`src/rtl/keypad_scan_encoder_if.sv`:
```
// Keypad pin and report handshake bundle for keypad_scan_encoder.
// slave: the encoder side; master: keypad pins plus the report consumer.
interface keypad_scan_encoder_if;
  logic [3:0] col;
  logic [3:0] row;
  logic [3:0] key;
  logic       valid;
  logic       ready;
  logic       multi;
  logic       ovr;

  modport slave  (input col, ready, output row, key, valid, multi, ovr);
  modport master (output col, ready, input row, key, valid, multi, ovr);
endinterface

```
`src/rtl/keypad_scan_encoder.sv`:
```
// 4x4 active-low keypad scanner with per-scan debounce and a VALID/READY report port.
// A report is {row, col} of the first closed key; MULTI flags more than one closed key.
module keypad_scan_encoder #(
  parameter int DWELL    = 4,
  parameter int DEBOUNCE = 3
) (
  input  logic clk,
  input  logic rst,
  keypad_scan_encoder_if.slave kif
);
  localparam int DW = (DWELL > 1) ? $clog2(DWELL) : 1;
  localparam int CW = $clog2(DEBOUNCE + 1);

  typedef enum logic [1:0] {IDLE, COUNT, PRESSED} state_t;

  logic [1:0]    r;
  logic [DW-1:0] d;
  logic          sample, scan_end;

  assign sample   = (d == DW'(DWELL - 1));
  assign scan_end = sample && (r == 2'd3);
  assign kif.row  = ~(4'b0001 << r);

  always_ff @(posedge clk or posedge rst) begin
    if (rst) begin
      r <= '0;
      d <= '0;
    end else if (sample) begin
      d <= '0;
      r <= r + 2'd1;
    end else begin
      d <= d + DW'(1);
    end
  end

  // Fold the currently driven row into the running scan result.
  logic [3:0] closed;
  logic [1:0] first_col;
  logic [2:0] row_cnt, hit_sum;
  logic       acc_found, res_found, res_multi;
  logic [3:0] acc_code, res_code;
  logic [1:0] acc_hits, res_hits;

  always_comb begin
    closed    = ~kif.col;
    first_col = '0;
    row_cnt   = '0;
    for (int i = 3; i >= 0; i--)
      if (closed[i]) first_col = 2'(i);
    for (int i = 0; i < 4; i++)
      row_cnt = row_cnt + 3'(closed[i]);
    res_found = acc_found | (|closed);
    res_code  = acc_found ? acc_code : {r, first_col};
    hit_sum   = 3'(acc_hits) + row_cnt;
    res_hits  = (hit_sum >= 3'd2) ? 2'd2 : hit_sum[1:0];
    res_multi = res_hits[1];
  end

  always_ff @(posedge clk or posedge rst) begin
    if (rst) begin
      acc_found <= 1'b0;
      acc_code  <= '0;
      acc_hits  <= '0;
    end else if (scan_end) begin
      acc_found <= 1'b0;
      acc_code  <= '0;
      acc_hits  <= '0;
    end else if (sample) begin
      acc_found <= res_found;
      acc_code  <= res_code;
      acc_hits  <= res_hits;
    end
  end

  state_t        state, state_n;
  logic [CW-1:0] cnt, cnt_n, rel, rel_n;
  logic [3:0]    held, held_n;
  logic          held_multi, held_multi_n;
  logic          issue, issue_n;

  always_ff @(posedge clk or posedge rst) begin
    if (rst) begin
      state      <= IDLE;
      cnt        <= '0;
      rel        <= '0;
      held       <= '0;
      held_multi <= 1'b0;
      issue      <= 1'b0;
    end else begin
      state      <= state_n;
      cnt        <= cnt_n;
      rel        <= rel_n;
      held       <= held_n;
      held_multi <= held_multi_n;
      issue      <= issue_n;
    end
  end

  always_comb begin
    state_n      = state;
    cnt_n        = cnt;
    rel_n        = rel;
    held_n       = held;
    held_multi_n = held_multi;
    issue_n      = 1'b0;
    if (scan_end) begin
      case (state)
        IDLE: if (res_found) begin
          held_n       = res_code;
          held_multi_n = res_multi;
          cnt_n        = CW'(1);
          state_n      = COUNT;
          if (DEBOUNCE == 1) begin
            issue_n = 1'b1;
            state_n = PRESSED;
            rel_n   = '0;
          end
        end
        COUNT: begin
          if (!res_found) begin
            state_n = IDLE;
          end else if (res_code != held) begin
            held_n       = res_code;
            held_multi_n = res_multi;
            cnt_n        = CW'(1);
          end else begin
            held_multi_n = res_multi;
            cnt_n        = cnt + CW'(1);
            if (cnt_n == CW'(DEBOUNCE)) begin
              issue_n = 1'b1;
              state_n = PRESSED;
              rel_n   = '0;
            end
          end
        end
        PRESSED: begin
          // Any key, including a different one, just restarts release counting.
          if (res_found) begin
            rel_n = '0;
          end else begin
            rel_n = rel + CW'(1);
            if (rel_n == CW'(DEBOUNCE)) state_n = IDLE;
          end
        end
        default: state_n = IDLE;
      endcase
    end
  end

  logic [3:0] key_q;
  logic       valid_q, multi_q, ovr_q;

  always_ff @(posedge clk or posedge rst) begin
    if (rst) begin
      key_q   <= '0;
      valid_q <= 1'b0;
      multi_q <= 1'b0;
      ovr_q   <= 1'b0;
    end else if (issue) begin
      // A consumer accepting in this same cycle frees the slot for the new report.
      if (!valid_q || kif.ready) begin
        key_q   <= held;
        multi_q <= held_multi;
        valid_q <= 1'b1;
      end else begin
        ovr_q <= 1'b1;
      end
    end else if (valid_q && kif.ready) begin
      valid_q <= 1'b0;
    end
  end

  assign kif.key   = key_q;
  assign kif.valid = valid_q;
  assign kif.multi = multi_q;
  assign kif.ovr   = ovr_q;
endmodule

```
`src/flat_wrapper.sv`:
```
// flat-port wrapper written by rule: the top's interface ports become plain ports
module keypad_scan_encoder_flat 
#(
  parameter int DWELL    = 4,
  parameter int DEBOUNCE = 3
)
  (clk, rst, kif_col, kif_ready, kif_row, kif_key, kif_valid, kif_multi, kif_ovr);
  keypad_scan_encoder_if kif_i ();
  input  logic clk;
  input  logic rst;
  input wire logic [$bits(kif_i.col)-1:0] kif_col;
  input wire logic [$bits(kif_i.ready)-1:0] kif_ready;
  output wire logic [$bits(kif_i.row)-1:0] kif_row;
  output wire logic [$bits(kif_i.key)-1:0] kif_key;
  output wire logic [$bits(kif_i.valid)-1:0] kif_valid;
  output wire logic [$bits(kif_i.multi)-1:0] kif_multi;
  output wire logic [$bits(kif_i.ovr)-1:0] kif_ovr;
  assign kif_i.col = kif_col;
  assign kif_i.ready = kif_ready;
  assign kif_row = kif_i.row;
  assign kif_key = kif_i.key;
  assign kif_valid = kif_i.valid;
  assign kif_multi = kif_i.multi;
  assign kif_ovr = kif_i.ovr;
  keypad_scan_encoder #(.DWELL(DWELL), .DEBOUNCE(DEBOUNCE)) u_core (.clk(clk), .rst(rst), .kif(kif_i));
endmodule
```
`config.mk`:
```
export PLATFORM = sky130hd
export DESIGN_NAME = keypad_scan_encoder_flat
export DESIGN_NICKNAME = d
export VERILOG_FILES = /design/src/rtl/keypad_scan_encoder_if.sv /design/src/rtl/keypad_scan_encoder.sv /design/src/flat_wrapper.sv
export SDC_FILE = /design/constraint.sdc
export NUM_CORES = 1
export LEC_CHECK = 0
export BUFFER_PORTS_ARGS = -buffer_cell sky130_fd_sc_hd__buf_4
export CORE_UTILIZATION = 30
export DETAILED_ROUTE_END_ITERATION = 12
export GPL_TIMING_DRIVEN = 0
export PLACE_DENSITY = 0.58
export SETUP_SLACK_MARGIN = 0.02
export SYNTH_ARGS = -nofsm -noshare
export SYNTH_HDL_FRONTEND = slang
export SYNTH_SLANG_ARGS = --single-unit
```
`constraint.sdc`:
```
create_clock -name clk -period 2.9 [get_ports clk]
set_input_delay 0.435 -clock clk [delete_from_list [all_inputs] [get_ports clk]]
set_output_delay 0.435 -clock clk [all_outputs]
set_load 0.03 [all_outputs]
```
# Word level (Yosys, flattened, before mapping)
# Index checks and enable logic that the tools add are counted.
[totals] regBits=30 input_bits=7 out_inout_bits=11 word_cells=105
[classes] n_eq_ne=17 shift=1 n_lt_le_gt_ge=1 mux=40 addsub=8 bitwise=4 n_reduce_logical=19
[ops] operator="2-bit two-way mux" count=20
[ops] operator="4-bit two-way mux" count=6
[ops] operator="2-bit equality test (second input constant)" count=5
[ops] operator="1-bit two-way mux" count=10
[ops] operator="2-bit by 1-bit inequality test with 1-bit output (second input constant)" count=5
[ops] operator="5-bit AND reduction" count=2
[ops] operator="2-bit by 1-bit adder with 2-bit output (second input constant)" count=4
[ops] operator="4-bit NOT" count=2
[ops] operator="2-bit case mux with 2 select lines" count=2
[ops] operator="4-bit case mux with 2 select lines" count=1
[ops] operator="2-bit nonzero test" count=4
[ops] operator="3-bit by 1-bit adder with 3-bit output" count=2
[ops] operator="2-bit inequality test (second input constant)" count=3
[ops] operator="3-bit inequality test (second input constant)" count=2
[ops] operator="2-bit case mux with 3 select lines" count=1
[ops] operator="2-bit AND reduction" count=3
[ops] operator="6-bit AND reduction" count=1
[ops] operator="4-bit inequality test" count=1
[ops] operator="4-bit AND reduction" count=1
[ops] operator="4-bit OR reduction" count=1
[ops] operator="1-bit by 2-bit << shifter with 4-bit output (first input constant)" count=1
[ops] operator="2-bit by 3-bit adder with 3-bit output" count=1
[ops] operator="3-bit by 2-bit greater-or-equal comparator with 1-bit output (second input constant)" count=1
[ops] operator="3-bit AND reduction" count=1
[ops] operator="other kinds (9)" count=10

# Longest topological paths before layout
[logic_depth] word_depth=11 ltp_mapped=12 depth_no_buf=12

# Worst setup path before layout
# No wires, ideal clock.
[synth_path] path_type="input-to-reg" startpoint="input kif_col[1]" endpoint="register u_core.acc_hits[0]" setup_time_ps=137 path_stages=12 required_time_ps=2763 setup_slack_ps=483 n_path_buf=0 t_arrival_ps=2281 cell_sequence="inv_1 -> ha_1 -> inv_1 -> fa_1 -> inv_1 -> ha_1 -> inv_1 -> fa_1 -> xor2_1 -> and2_1 -> nand4_1 -> o21ai_0"
[synth_between] elab_chain_cells=9
[synth_rtl] item="start, declared" line="flat_wrapper.sv:11" source="input wire logic [$bits(kif_i.col)-1:0] kif_col;"
[synth_rtl] item="4-bit NOT (*)" line="keypad_scan_encoder.sv:45" source="closed = ~kif.col;"
[synth_rtl] item="1-bit by 1-bit adder with 2-bit output (*)" line="keypad_scan_encoder.sv:51" source="row_cnt = row_cnt + 3'(closed[i]);"
[synth_rtl] item="3-bit by 1-bit adder with 3-bit output (*) (2 in series)" line="keypad_scan_encoder.sv:51"
[synth_rtl] item="2-bit by 3-bit adder with 3-bit output (*)" line="keypad_scan_encoder.sv:54" source="hit_sum = 3'(acc_hits) + row_cnt;"
[synth_rtl] item="3-bit by 2-bit greater-or-equal comparator with 1-bit output" line="keypad_scan_encoder.sv:55" source="res_hits = (hit_sum >= 3'd2) ? 2'd2 : hit_sum[1:0];"
[synth_rtl] item="2-bit two-way mux (*)" line="keypad_scan_encoder.sv:55"
[synth_rtl] item="2-bit two-way mux (*)" line="keypad_scan_encoder.sv:68" source="end else if (sample) begin"
[synth_rtl] item="2-bit two-way mux (*)" line="keypad_scan_encoder.sv:64" source="end else if (scan_end) begin"
[synth_rtl] item="end signal, assigned" line="keypad_scan_encoder.sv:71" source="acc_hits <= res_hits;"
[synth_rtl] item="end, declared" line="keypad_scan_encoder.sv:42" source="logic [1:0] acc_hits, res_hits;"
# Every way passes the cells marked *; elsewhere a longest branch is shown, timed or not. The select of a mux whose other input is x is not followed.
# A chain may end at the register's enable or synchronous reset.

# Worst setup path after layout
# Same ends and word-level chain as after synthesis.

==> impl_metrics.yaml <==
sta:
  rsz0062_at_grt: "false"
  worst_clock_skew_ps: 5.187
  fin_crit_ps: 2384
  setup_slack_ps: 515.9
  max_slew_margin_pct: 24.54
  hold_viol: 0
  setup_viol: 0
  tightest_slew_ps: 1131
  drv_slew: 0
  timing.final.crit_share_pct: 82.21
  fmax_mhz: 419.5
  setup_tns_ps: 0
drt:
  wl_um: 2691
  drc: 0
  wl_per_cell_um: 10.94
  drt_iter0_markers: 46
  ant_nets: 0
  viasPerCell: 4.358
  dr.pass1.iters: 4
  via_count: 1072
synth:
  yosysTopAreaCellShare_pct: 47.39
  yosysWarnings: 0
  synth_flop_cell: "dfrtp_1"
  synth_fp_nets: 172
  postSynthCellCount: 152
  async_reset_ff_share_pct: 100.0
  ys_ff_latch: 30
  synthTopCellsByArea: "dfrtp_1 (47%), ha_1 (8.7%), inv_1 (5.7%), mux2_1 (4.3%), nand2_1 (3.6%)"
  ys_types: 36
  syn_avg_cell_area_um2: 10.42
  netlist_area_mm2: 0.001584
  yosys.area.top_type: "dfrtp_1"
  ys_seq_area_share_pct: 47.39
  synth-edff-count: 0
place:
  placed_area_mm2: 0.001799
  gp_congestion: 0.6995
  dp.final_hpwl_um: 1999
  port_buffers: 17
  dpl_worst_slack_ps: 192.8
global_routing:
  grt_max_degree: 31
  grt_remaining_overflow: 0
  antenna_found_initial: 0
  grt_usage_pct: 11.91
  grt_pass1_vias: 1050
  grt_pass1_wl_um: 4795
worst_hold_path:
  hp-start: "u_core.d[0]"
  hp-class: "reg -> reg"
cells_and_area:
  drive_gt1_share_pct: 15.91
  area_growth_pct: 18.56
  layout.nets: 196
  antenna_cells: 0
  stdcell_area_mm2: 0.001878
  final_common_cell: "dfrtp_1"
  final_cell_mix: "dfrtp_1 (30), inv_1 (24), buf_4 (17)"
  nFillCells: 557
floorplan:
  rows: 26
  die_area_mm2: 0.005575
  io_pins: 18
  start_util_pct: 31.01
  die_h_um: 74.67
  core-area_mm2: 0.005107
  die_w_um: 74.67
cts:
  postCtsSetupBuffers: 0
  insertion_delay_ps: 280
  tritoncts: "yes"
  clock-root-buffer: "clkbuf_8"
  cts_buffers: 5
  path_clk_slew_ps: 60
  cts.repair.resized: 0
  clock_path_buffers: 2
  cts.sinks: 30
  cts_htree_levels: 2
  ctsHoldBuffers: 0
critical_path:
  regToRegStartpoint: "u_core.acc_found"
  crit_path_end_kind: "register"
  crit_path_start_kind: "input port"
  critical_path_arrival_ps: 2530
  crit_fanout: 3
  required_ps: 3040
  path_class: "in -> reg"
  startpoint: "kif_col[1]"
pwr:
  power_density_mw_per_mm2: 455.9
  irDropWorstVdd_mv: 0.1807
  p_leak_nw: 0.9097
run_status:
  status: "completed"
run:
  maxCapViolCount: 0
==> sequential cells by signal (all words and copies together), names as in the netlist, 2 cells and up <==
signal,count
u_core.acc_code,4
u_core.held,4
u_core.kif.key,4
u_core.acc_hits,2
u_core.cnt,2
u_core.d,2
u_core.r,2
u_core.rel,2
u_core.state,2
==> final timing paths <==
check / to / slack (ps) / cells past startpoint
max reg2reg: u_core.held[2] / 680 / 6
min: u_core.d[0] / 430 / 1
max in group asynchronous: u_core.acc_hits[0] / 1770 / 2
min in group asynchronous: u_core.kif.ovr / 440 / 2
max: u_core.acc_hits[0] / 520 / 13
min reg2reg: u_core.d[0] / 430 / 1
==> per-stage QoR <==
step | util (%) | power, mW | hold WS, ps | cells
floorplan | - | 0.5235 | 403.1 | 152
global placement | 35.23 | 0.5479 | 418.9 | 239
detailed placement | 35.23 | 0.5515 | 422.0 | 239
CTS | 36.77 | 0.8654 | 439.3 | 246
global route | 36.77 | 0.9018 | 460.9 | 246
finish | 36.77 | 0.8561 | 435.0 | 246
==> where the power goes <==
part | switching [mW] | internal (mW) | leakage [nW]
Sequential | 0.0109 | 0.436 | 0.399
Clock | 0.156 | 0.161 | 0.0438
Combinational | 0.0505 | 0.0422 | 0.467
Total | 0.218 | 0.638 | 0.910
==> kinds of logic (layout without fill, tap and decap cells) <==
kind of cell / Yosys count / count (layout) / share of synthesized area [%]
fa+ha+maj: 13 / 13 / 11.22
simple gates: 38 / 38 / 11.61
buf+inv: 28 / 52 / 7.108
compound gates: 27 / 27 / 12.48
mux: 10 / 10 / 6.872
flops: 30 / 30 / 47.39
xor+xnor: 6 / 6 / 3.318
==> final cells by class <==
| class | count | area (um2) | share of cell area, % |
|---|---|---|---|
| Sequential cell | 30 | 750.7 | 39.97 |
| Multi-Input combinational cell | 94 | 720.7 | 38.37 |
| Timing Repair Buffer | 17 | 127.6 | 6.795 |
| Inverter | 25 | 93.84 | 4.997 |
| Tap cell | 70 | 87.58 | 4.664 |
| Clock buffer | 5 | 68.82 | 3.664 |
| Buffer | 3 | 18.77 | 0.9993 |
| Clock inverter | 2 | 10.01 | 0.5330 |
==> worst max-delay path, cell delays in order <==
cell and delay (ps):
buf_4 120, inv_1 100, ha_1 240, inv_1 80, fa_1 410, inv_1 60, ha_1 130, inv_1 50
fa_1 370, xor2_1 160, and2_1 190, nand4_1 90, o21ai_0 90
==> synthesized netlist by cell type (2+ instances only) <==
cell and number:
dfrtp_1 30, inv_1 24, nand2_1 15, ha_1 11
nor2_1 7, o21ai_0 7, mux2_1 6, a21oi_1 4
nand2b_1 4, o22ai_1 4, mux2i_1 3, nand3_1 3
nand3b_1 3, o21ai_1 3, xnor2_1 3, xor2_1 3
fa_1 2, nor3b_1 2
==> metal layers <==
layer / global-route usage, % / part of all wire (%) / vias to the layer above
met5: 0 / 0 / -
met1: 14.69 / 45 / 502
met3: 5.221 / 4.4 / 5
li1: - / - / 553
met4: 5.031 / 1.9 / 0
met2: 18.22 / 48 / 12
Note: power is estimated with default switching activity, not from simulation.
